**src/rtl/alu_seq64_pkg.sv**
```systemverilog
// alu_seq64_pkg: op, state and 32-bit ALU command encodings plus op-class helpers
package alu_seq64_pkg;
  typedef enum logic [2:0] {
    SEQ_ADD = 3'b000,
    SEQ_ADC = 3'b001,
    SEQ_SUB = 3'b010,
    SEQ_SBC = 3'b011,
    SEQ_AND = 3'b100,
    SEQ_ORR = 3'b101,
    SEQ_EOR = 3'b110,
    SEQ_CMP = 3'b111
  } seq_op_e;
  typedef enum logic [1:0] {
    SEQ_IDLE = 2'd0,
    SEQ_LO   = 2'd1,
    SEQ_HI   = 2'd2,
    SEQ_DONE = 2'd3
  } seq_state_e;
  typedef enum logic [3:0] {
    AND_EXE = 4'h0,
    EOR_EXE = 4'h1,
    SUB_EXE = 4'h2,
    ADD_EXE = 4'h4,
    ADC_EXE = 4'h5,
    SBC_EXE = 4'h6,
    ORR_EXE = 4'hC,
    MOV_EXE = 4'hD
  } alu_cmd_e;
  function automatic logic is_logic(seq_op_e op);
    return op inside {SEQ_AND, SEQ_ORR, SEQ_EOR};
  endfunction
  function automatic logic is_sub(seq_op_e op);
    return op inside {SEQ_SUB, SEQ_SBC, SEQ_CMP};
  endfunction
endpackage

```
**src/rtl/alu_seq64_if.sv**
```systemverilog
// alu_seq64_if: request/response bus; master = requester, slave = alu_seq64
interface alu_seq64_if;
  import alu_seq64_pkg::*;
  logic        req_valid;
  logic        req_ready;
  seq_op_e     req_op;
  logic [63:0] req_a;
  logic [63:0] req_b;
  logic        req_cin;
  logic        rsp_valid;
  logic        rsp_ready;
  logic [63:0] rsp_result;
  logic [3:0]  rsp_flags;
  modport master (
    output req_valid, req_op, req_a, req_b, req_cin, rsp_ready,
    input  req_ready, rsp_valid, rsp_result, rsp_flags
  );
  modport slave (
    input  req_valid, req_op, req_a, req_b, req_cin, rsp_ready,
    output req_ready, rsp_valid, rsp_result, rsp_flags
  );
endinterface

```
**src/rtl/alu_seq64_alu.sv**
```systemverilog
// alu_seq64_alu: existing 32-bit ALU; ports cmd, val1, val2, cin in; result, sr {z,cout,n,v} out
module alu_seq64_alu
  import alu_seq64_pkg::*;
(
  input  alu_cmd_e    cmd,
  input  logic [31:0] val1,
  input  logic [31:0] val2,
  input  logic        cin,
  output logic [31:0] result,
  output logic [3:0]  sr
);
  logic [32:0] add_sum, sub_sum, sum;
  logic v;
  assign add_sum = {1'b0, val1} + {1'b0, val2} + {32'b0, cin & (cmd == ADC_EXE)};
  assign sub_sum = {1'b0, val1} - {1'b0, val2} - {32'b0, ~cin & (cmd == SBC_EXE)};
  always_comb begin
    sum = 33'd0;
    v = 1'b0;
    case (cmd)
      ADD_EXE, ADC_EXE: begin
        sum = add_sum;
        v = (val1[31] == val2[31]) & (add_sum[31] != val1[31]);
      end
      SUB_EXE, SBC_EXE: begin
        sum = sub_sum;
        v = (val1[31] != val2[31]) & (sub_sum[31] != val1[31]);
      end
      AND_EXE: sum = {1'b0, val1 & val2};
      EOR_EXE: sum = {1'b0, val1 ^ val2};
      ORR_EXE: sum = {1'b0, val1 | val2};
      MOV_EXE: sum = {1'b0, val2};
      default: sum = 33'd0;
    endcase
  end
  assign result = sum[31:0];
  assign sr = {result == 32'd0, sum[32], result[31], v};
endmodule

```
**src/rtl/alu_seq64.sv**
```systemverilog
// alu_seq64: 64-bit op over one 32-bit ALU in two cycles; ports clk, rst (async active-low), flush, bus (slave)
module alu_seq64
  import alu_seq64_pkg::*;
(
  input logic         clk,
  input logic         rst,
  input logic         flush,
  alu_seq64_if.slave  bus
);
  seq_state_e  state;
  seq_op_e     op_q;
  logic [63:0] a_q, b_q;
  logic [31:0] lo_q, val1, val2, alu_res;
  logic        cin_q, c_q, lo_zero_q, hi_sel, alu_cin, accept;
  logic [3:0]  sr;
  alu_cmd_e    cmd;
  assign bus.req_ready = ~flush & ((state == SEQ_IDLE) | ((state == SEQ_DONE) & bus.rsp_ready));
  assign accept = bus.req_valid & bus.req_ready;
  always_comb begin
    hi_sel = state == SEQ_HI;
    val1 = hi_sel ? a_q[63:32] : a_q[31:0];
    val2 = (hi_sel ? b_q[63:32] : b_q[31:0]) ^ {32{is_sub(op_q)}};
    alu_cin = hi_sel ? c_q : (op_q == SEQ_ADC || op_q == SEQ_SBC) ? cin_q : is_sub(op_q);
    cmd = op_q == SEQ_AND ? AND_EXE : op_q == SEQ_ORR ? ORR_EXE : op_q == SEQ_EOR ? EOR_EXE : ADC_EXE;
  end
  alu_seq64_alu u_alu (
    .cmd    (cmd),
    .val1   (val1),
    .val2   (val2),
    .cin    (alu_cin),
    .result (alu_res),
    .sr     (sr)
  );
  always_ff @(posedge clk or negedge rst) begin
    if (!rst) begin
      state <= SEQ_IDLE;
      op_q <= SEQ_ADD;
      a_q <= '0;
      b_q <= '0;
      cin_q <= 1'b0;
      c_q <= 1'b0;
      lo_zero_q <= 1'b0;
      lo_q <= '0;
      bus.rsp_valid <= 1'b0;
      bus.rsp_result <= '0;
      bus.rsp_flags <= '0;
    end else if (flush) begin
      state <= SEQ_IDLE;
      bus.rsp_valid <= 1'b0;
    end else begin
      if (accept) begin
        op_q <= bus.req_op;
        a_q <= bus.req_a;
        b_q <= bus.req_b;
        cin_q <= bus.req_cin;
      end
      case (state)
        SEQ_IDLE: state <= accept ? SEQ_LO : SEQ_IDLE;
        SEQ_LO: begin
          lo_q <= alu_res;
          c_q <= sr[2];
          lo_zero_q <= sr[3];
          state <= SEQ_HI;
        end
        SEQ_HI: begin
          if (op_q != SEQ_CMP) bus.rsp_result <= {alu_res, lo_q};
          bus.rsp_flags <= {sr[1], lo_zero_q & sr[3], ~is_logic(op_q) & sr[2], ~is_logic(op_q) & sr[0]};
          bus.rsp_valid <= 1'b1;
          state <= SEQ_DONE;
        end
        SEQ_DONE: begin
          if (bus.rsp_ready) begin
            bus.rsp_valid <= 1'b0;
            state <= accept ? SEQ_LO : SEQ_IDLE;
          end
        end
      endcase
    end
  end
endmodule

```
**src/flat_wrapper.sv**
```systemverilog
// flat-port wrapper written by rule: the top's interface ports become plain ports
module alu_seq64_flat import alu_seq64_pkg::*;
  (clk, rst, flush, bus_req_valid, bus_req_op, bus_req_a, bus_req_b, bus_req_cin, bus_rsp_ready, bus_req_ready, bus_rsp_valid, bus_rsp_result, bus_rsp_flags);
  alu_seq64_if bus_i ();
  input logic clk;
  input logic rst;
  input logic flush;
  input wire logic [$bits(bus_i.req_valid)-1:0] bus_req_valid;
  input wire logic [$bits(bus_i.req_op)-1:0] bus_req_op;
  input wire logic [$bits(bus_i.req_a)-1:0] bus_req_a;
  input wire logic [$bits(bus_i.req_b)-1:0] bus_req_b;
  input wire logic [$bits(bus_i.req_cin)-1:0] bus_req_cin;
  input wire logic [$bits(bus_i.rsp_ready)-1:0] bus_rsp_ready;
  output wire logic [$bits(bus_i.req_ready)-1:0] bus_req_ready;
  output wire logic [$bits(bus_i.rsp_valid)-1:0] bus_rsp_valid;
  output wire logic [$bits(bus_i.rsp_result)-1:0] bus_rsp_result;
  output wire logic [$bits(bus_i.rsp_flags)-1:0] bus_rsp_flags;
  assign bus_i.req_valid = bus_req_valid;
  assign bus_i.req_op = bus_req_op;
  assign bus_i.req_a = bus_req_a;
  assign bus_i.req_b = bus_req_b;
  assign bus_i.req_cin = bus_req_cin;
  assign bus_i.rsp_ready = bus_rsp_ready;
  assign bus_req_ready = bus_i.req_ready;
  assign bus_rsp_valid = bus_i.rsp_valid;
  assign bus_rsp_result = bus_i.rsp_result;
  assign bus_rsp_flags = bus_i.rsp_flags;
  alu_seq64 u_core (.clk(clk), .rst(rst), .flush(flush), .bus(bus_i));
endmodule
```
**config.mk**
```make
export PLATFORM = sky130hd
export DESIGN_NAME = alu_seq64_flat
export DESIGN_NICKNAME = d
export VERILOG_FILES = /design/src/rtl/alu_seq64_pkg.sv /design/src/rtl/alu_seq64_if.sv /design/src/rtl/alu_seq64_alu.sv /design/src/rtl/alu_seq64.sv /design/src/flat_wrapper.sv
export SDC_FILE = /design/constraint.sdc
export NUM_CORES = 1
export LEC_CHECK = 0
export CAP_MARGIN = 20
export CORE_UTILIZATION = 50
export CTS_CLUSTER_SIZE = 16
export DETAILED_ROUTE_END_ITERATION = 6
export PLACE_DENSITY_LB_ADDON = 0.1
export SLEW_MARGIN = 40
export SYNTH_ARGS = -nofsm -noshare
export SYNTH_HDL_FRONTEND = slang
export SYNTH_HIERARCHICAL = 1
export SYNTH_SLANG_ARGS = --single-unit
```
**constraint.sdc**
```tcl
create_clock -name clk -period 7.7 [get_ports clk]
set_clock_uncertainty 0.2 [all_clocks]
set_input_delay 1.925 -clock clk [delete_from_list [all_inputs] [get_ports clk]]
set_output_delay 1.925 -clock clk [all_outputs]
set_load 0.01 [all_outputs]
```
==> results.tsv <==
metric	value	unit
synth_mux_area_frac	0.225	
ys_seq_elements	237	
gr-usage-met3	0.0363	
ys_seq_area_frac	0.363	
r2r_setup_slack	0.96	ns
dieArea	33400	sq um
rows	65	
cp-end-kind	register	
min_period	6.74	ns
num_vias	12400	
final.setup.tns	0	ns
place_ws	0.988	ns
use_met2	0.381	
gr-total-overflow	0	
hold_viol	0	
crit_path_max_incr_delay	0.57	ns
design_area	19600	sq um
synth_compound_area_frac	0.132	
cts_buffer_depth	3	
min_from	u_core/a_q[56]$_DFFE_PN0P_	
synth_top_area_cell	dfrtp_1	
rsz0062_at_grt	no	
insertion_delay	0.55	ns
dpl.hpwl	33300	um
layout-drive-gt1-share	0.195	
cts_made_buffers	26	
ctsHoldBuffers	0	
yosysWarnings	6	
via_per_inst	5.75	
gp_congestion	0.945	
grt_usage	0.265	
synth_top_family_by_area	multiplexers	
clock_sinks	237	
fp.dieW	183	um
io_buffers	206	
violations	slew limit	
final_max_slew_viol_count	30	
ant_nets	0	
status	finished with violations	
regArea	5930	sq um
worstHoldPathType	reg -> reg	
ys_types	77	
drt_pass1_iterations	7	
slew_headroom	-1.88	
synthArstFlopShare	1.00	
r2r_end	u_core/bus.rsp_flags[2]$_DFFE_PN0P_	
avgSynthCellArea	10.6	sq um
synth_fa_ha_area_frac	0.104	
insertedDiodeCount	0	
antenna_found_initial	0	
fin_nets	1986	
core-area	31900	sq um
synthSimpleGateAreaFrac	0.0843	
cts_setup_buffers	0	
drt_iter0_drc	903	
n_fill_cell	2724	
fmax	148	MHz
ios	207	
crit_path_cell_trace	nand2b_1 -> nand2_1 -> buf_4 -> xor2_1 -> inv_1 -> fa_1 -> nand2b_1 -> a21oi_1 -> xor2_1 -> a221o_1 -> or4_1 -> or4_1 -> or4_1 -> or4_1 -> nor4b_2 -> nand4bb_1 -> nor4b_2 -> nand2_1 -> o21ai_0	
synth-edff-count	0	
wl	43900	um
htree_levels	1	
grt_pass1_wl	69400	um
setup_ws	0.955	ns
rr_worst_depth	19	
fp.dieH	183	um
cts.reportedPaths.clkPinSlew	0.06	ns
area_growth_syn_to_layout	19.8	%
synth_common_cells	dfrtp_1 (237), mux2_2 (198), ha_1 (130)	
setup_viol_count_final	0	
whs_endpoint	u_core/a_q[56]$_DFFE_PN0P_	
yosysMostFrequentCell	dfrtp_1	
wl_per_cell	20.3	um
reg2reg_from	u_core/op_q[0]$_DFFE_PN0P_	
drv_cap	0	
start_util	0.512	
synth_flop_cell	dfrtp_1	
syn_inst	1548	
netlist_area	16300	sq um
yosysTopAreaCellShare	0.363	
cp.arrival	6.98	ns
grt_pass1_vias	12100	
grt.busiest_layer	met1	
cp_max_fo	31	
dpl-instance-area	18700	sq um
crit_type	reg -> reg	
cts-resized-gates	0	
worst_path_most_repeated_cell	or4_1	
hold_path_depth	1	
yosys-top-cells-area	dfrtp_1 (36%), mux2_2 (14%), ha_1 (10%), mux2_4 (5.5%), mux2i_1 (2.8%)	
start_kind	register	
grtUsageMet1	0.415	
tightestPinTransition	4.29	ns
cts_tree	built	
grt_max_degree	148	
period_share	0.876	
worstPathRequired	7.94	ns
drc	0	
root_buffer	clkbuf_16	
multiInputGateArea	9620	sq um
synthXorXnorAreaFrac	0.0386	
slowest_stage	or4_1	
-- routing by layer --
| layer | vias up | part of all wire | routed length [um] |
|---|---|---|---|
| li1 | 5890 | - | - |
| met1 | 6039 | 0.50 | 21800 |
| met2 | 455 | 0.41 | 18000 |
| met3 | 65 | 0.067 | 2920 |
| met4 | 0 | 0.025 | 1110 |
| met5 | - | 0 | 0 |
-- critical path, delay by kind of cell, from the launching register on --
kind	cells	cell delay [ns]
simple gates	11	3.68
xor+xnor	2	0.51
compound gates	3	0.73
flops	1	0.44
buf+inv	2	0.63
fa+ha+maj	1	0.45
-- layout by cell type (no fill, tap or decap), types with 16 or more instances in the layout --
cell | netlist | layout
dfrtp_1 | 237 | 237
nor3_1 | 20 | 19
mux2i_1 | 46 | 46
a21oi_1 | 86 | 86
xnor2_1 | 22 | 22
ha_1 | 130 | 129
inv_1 | 109 | 109
o21ai_0 | 68 | 68
mux2_4 | 60 | 60
o21a_1 | 16 | 16
a22oi_1 | 16 | 16
clkbuf_16 | 0 | 26
clkdlybuf4s50_1 | 0 | 205
mux2_2 | 198 | 198
nor2_1 | 61 | 61
xor2_1 | 50 | 50
nand2_1 | 86 | 86
-- worst max-delay path by stage --
| stage | start | endpoint | slack, ns | depth (start not counted) |
|---|---|---|---|---|
| 2_1_floorplan | u_core/state[0]$_DFFE_PN0P_ | u_core/bus.rsp_flags[2]$_DFFE_PN0P_ | 1.83 | 22 |
| 4_1_cts | u_core/op_q[0]$_DFFE_PN0P_ | u_core/bus.rsp_flags[2]$_DFFE_PN0P_ | 0.92 | 19 |
| 6_report | u_core/op_q[0]$_DFFE_PN0P_ | u_core/bus.rsp_flags[2]$_DFFE_PN0P_ | 0.96 | 19 |
| 5_1_grt | u_core/op_q[0]$_DFFE_PN0P_ | u_core/bus.rsp_flags[2]$_DFFE_PN0P_ | 0.44 | 19 |
| 3_3_place_gp | u_core/op_q[0]$_DFFE_PN0P_ | u_core/bus.rsp_flags[2]$_DFFE_PN0P_ | 1.24 | 19 |
| 3_5_place_dp | u_core/op_q[0]$_DFFE_PN0P_ | u_core/bus.rsp_flags[2]$_DFFE_PN0P_ | 0.99 | 19 |
-- per-stage QoR --
| stage | cells | hold WS [ns] | utilization |
|---|---|---|---|
| after floorplan | 1549 | 0.252 | - |
| after global placement | 2120 | 0.263 | 0.586 |
| after detailed placement | 2121 | 0.268 | 0.587 |
| after CTS | 2165 | 0.282 | 0.613 |
| after global routing | 2166 | 0.317 | 0.614 |
| final | 2166 | 0.277 | 0.614 |
-- area by class of cell --
class                      instances  area share
clock inverter                     8     0.00416
multi-input combinational       1117       0.492
clock buffer                      36      0.0367
inverter                         109      0.0209
timing repair buffer             224       0.116
tap                              435      0.0278
sequential                       237       0.303
-- logic make-up (layout without fill, tap and decap cells) --
kind of cell    count (synthesis)  count (layout)
buf+inv                       195             377
flops                         237             237
mux                           311             311
other cells                     1               2
simple gates                  272             272
compound gates                326             326
xor+xnor                       72              72
fa+ha+maj                     134             134
-- registers in the layout, summed over array words and instances, names as in the netlist --
name and count:
u_core/bus.rsp_flags 4, u_core/bus.rsp_result 64, u_core/lo_zero_q 1, u_core/op_q 3, u_core/lo_q 32, u_core/c_q 1
u_core/bus.rsp_valid 1, u_core/a_q 64, u_core/state 2, u_core/cin_q 1, u_core/b_q 64
Power is left out: the tool's default activity adds up to more than one toggle a clock period on the data nets, which glitch-free logic cannot reach.
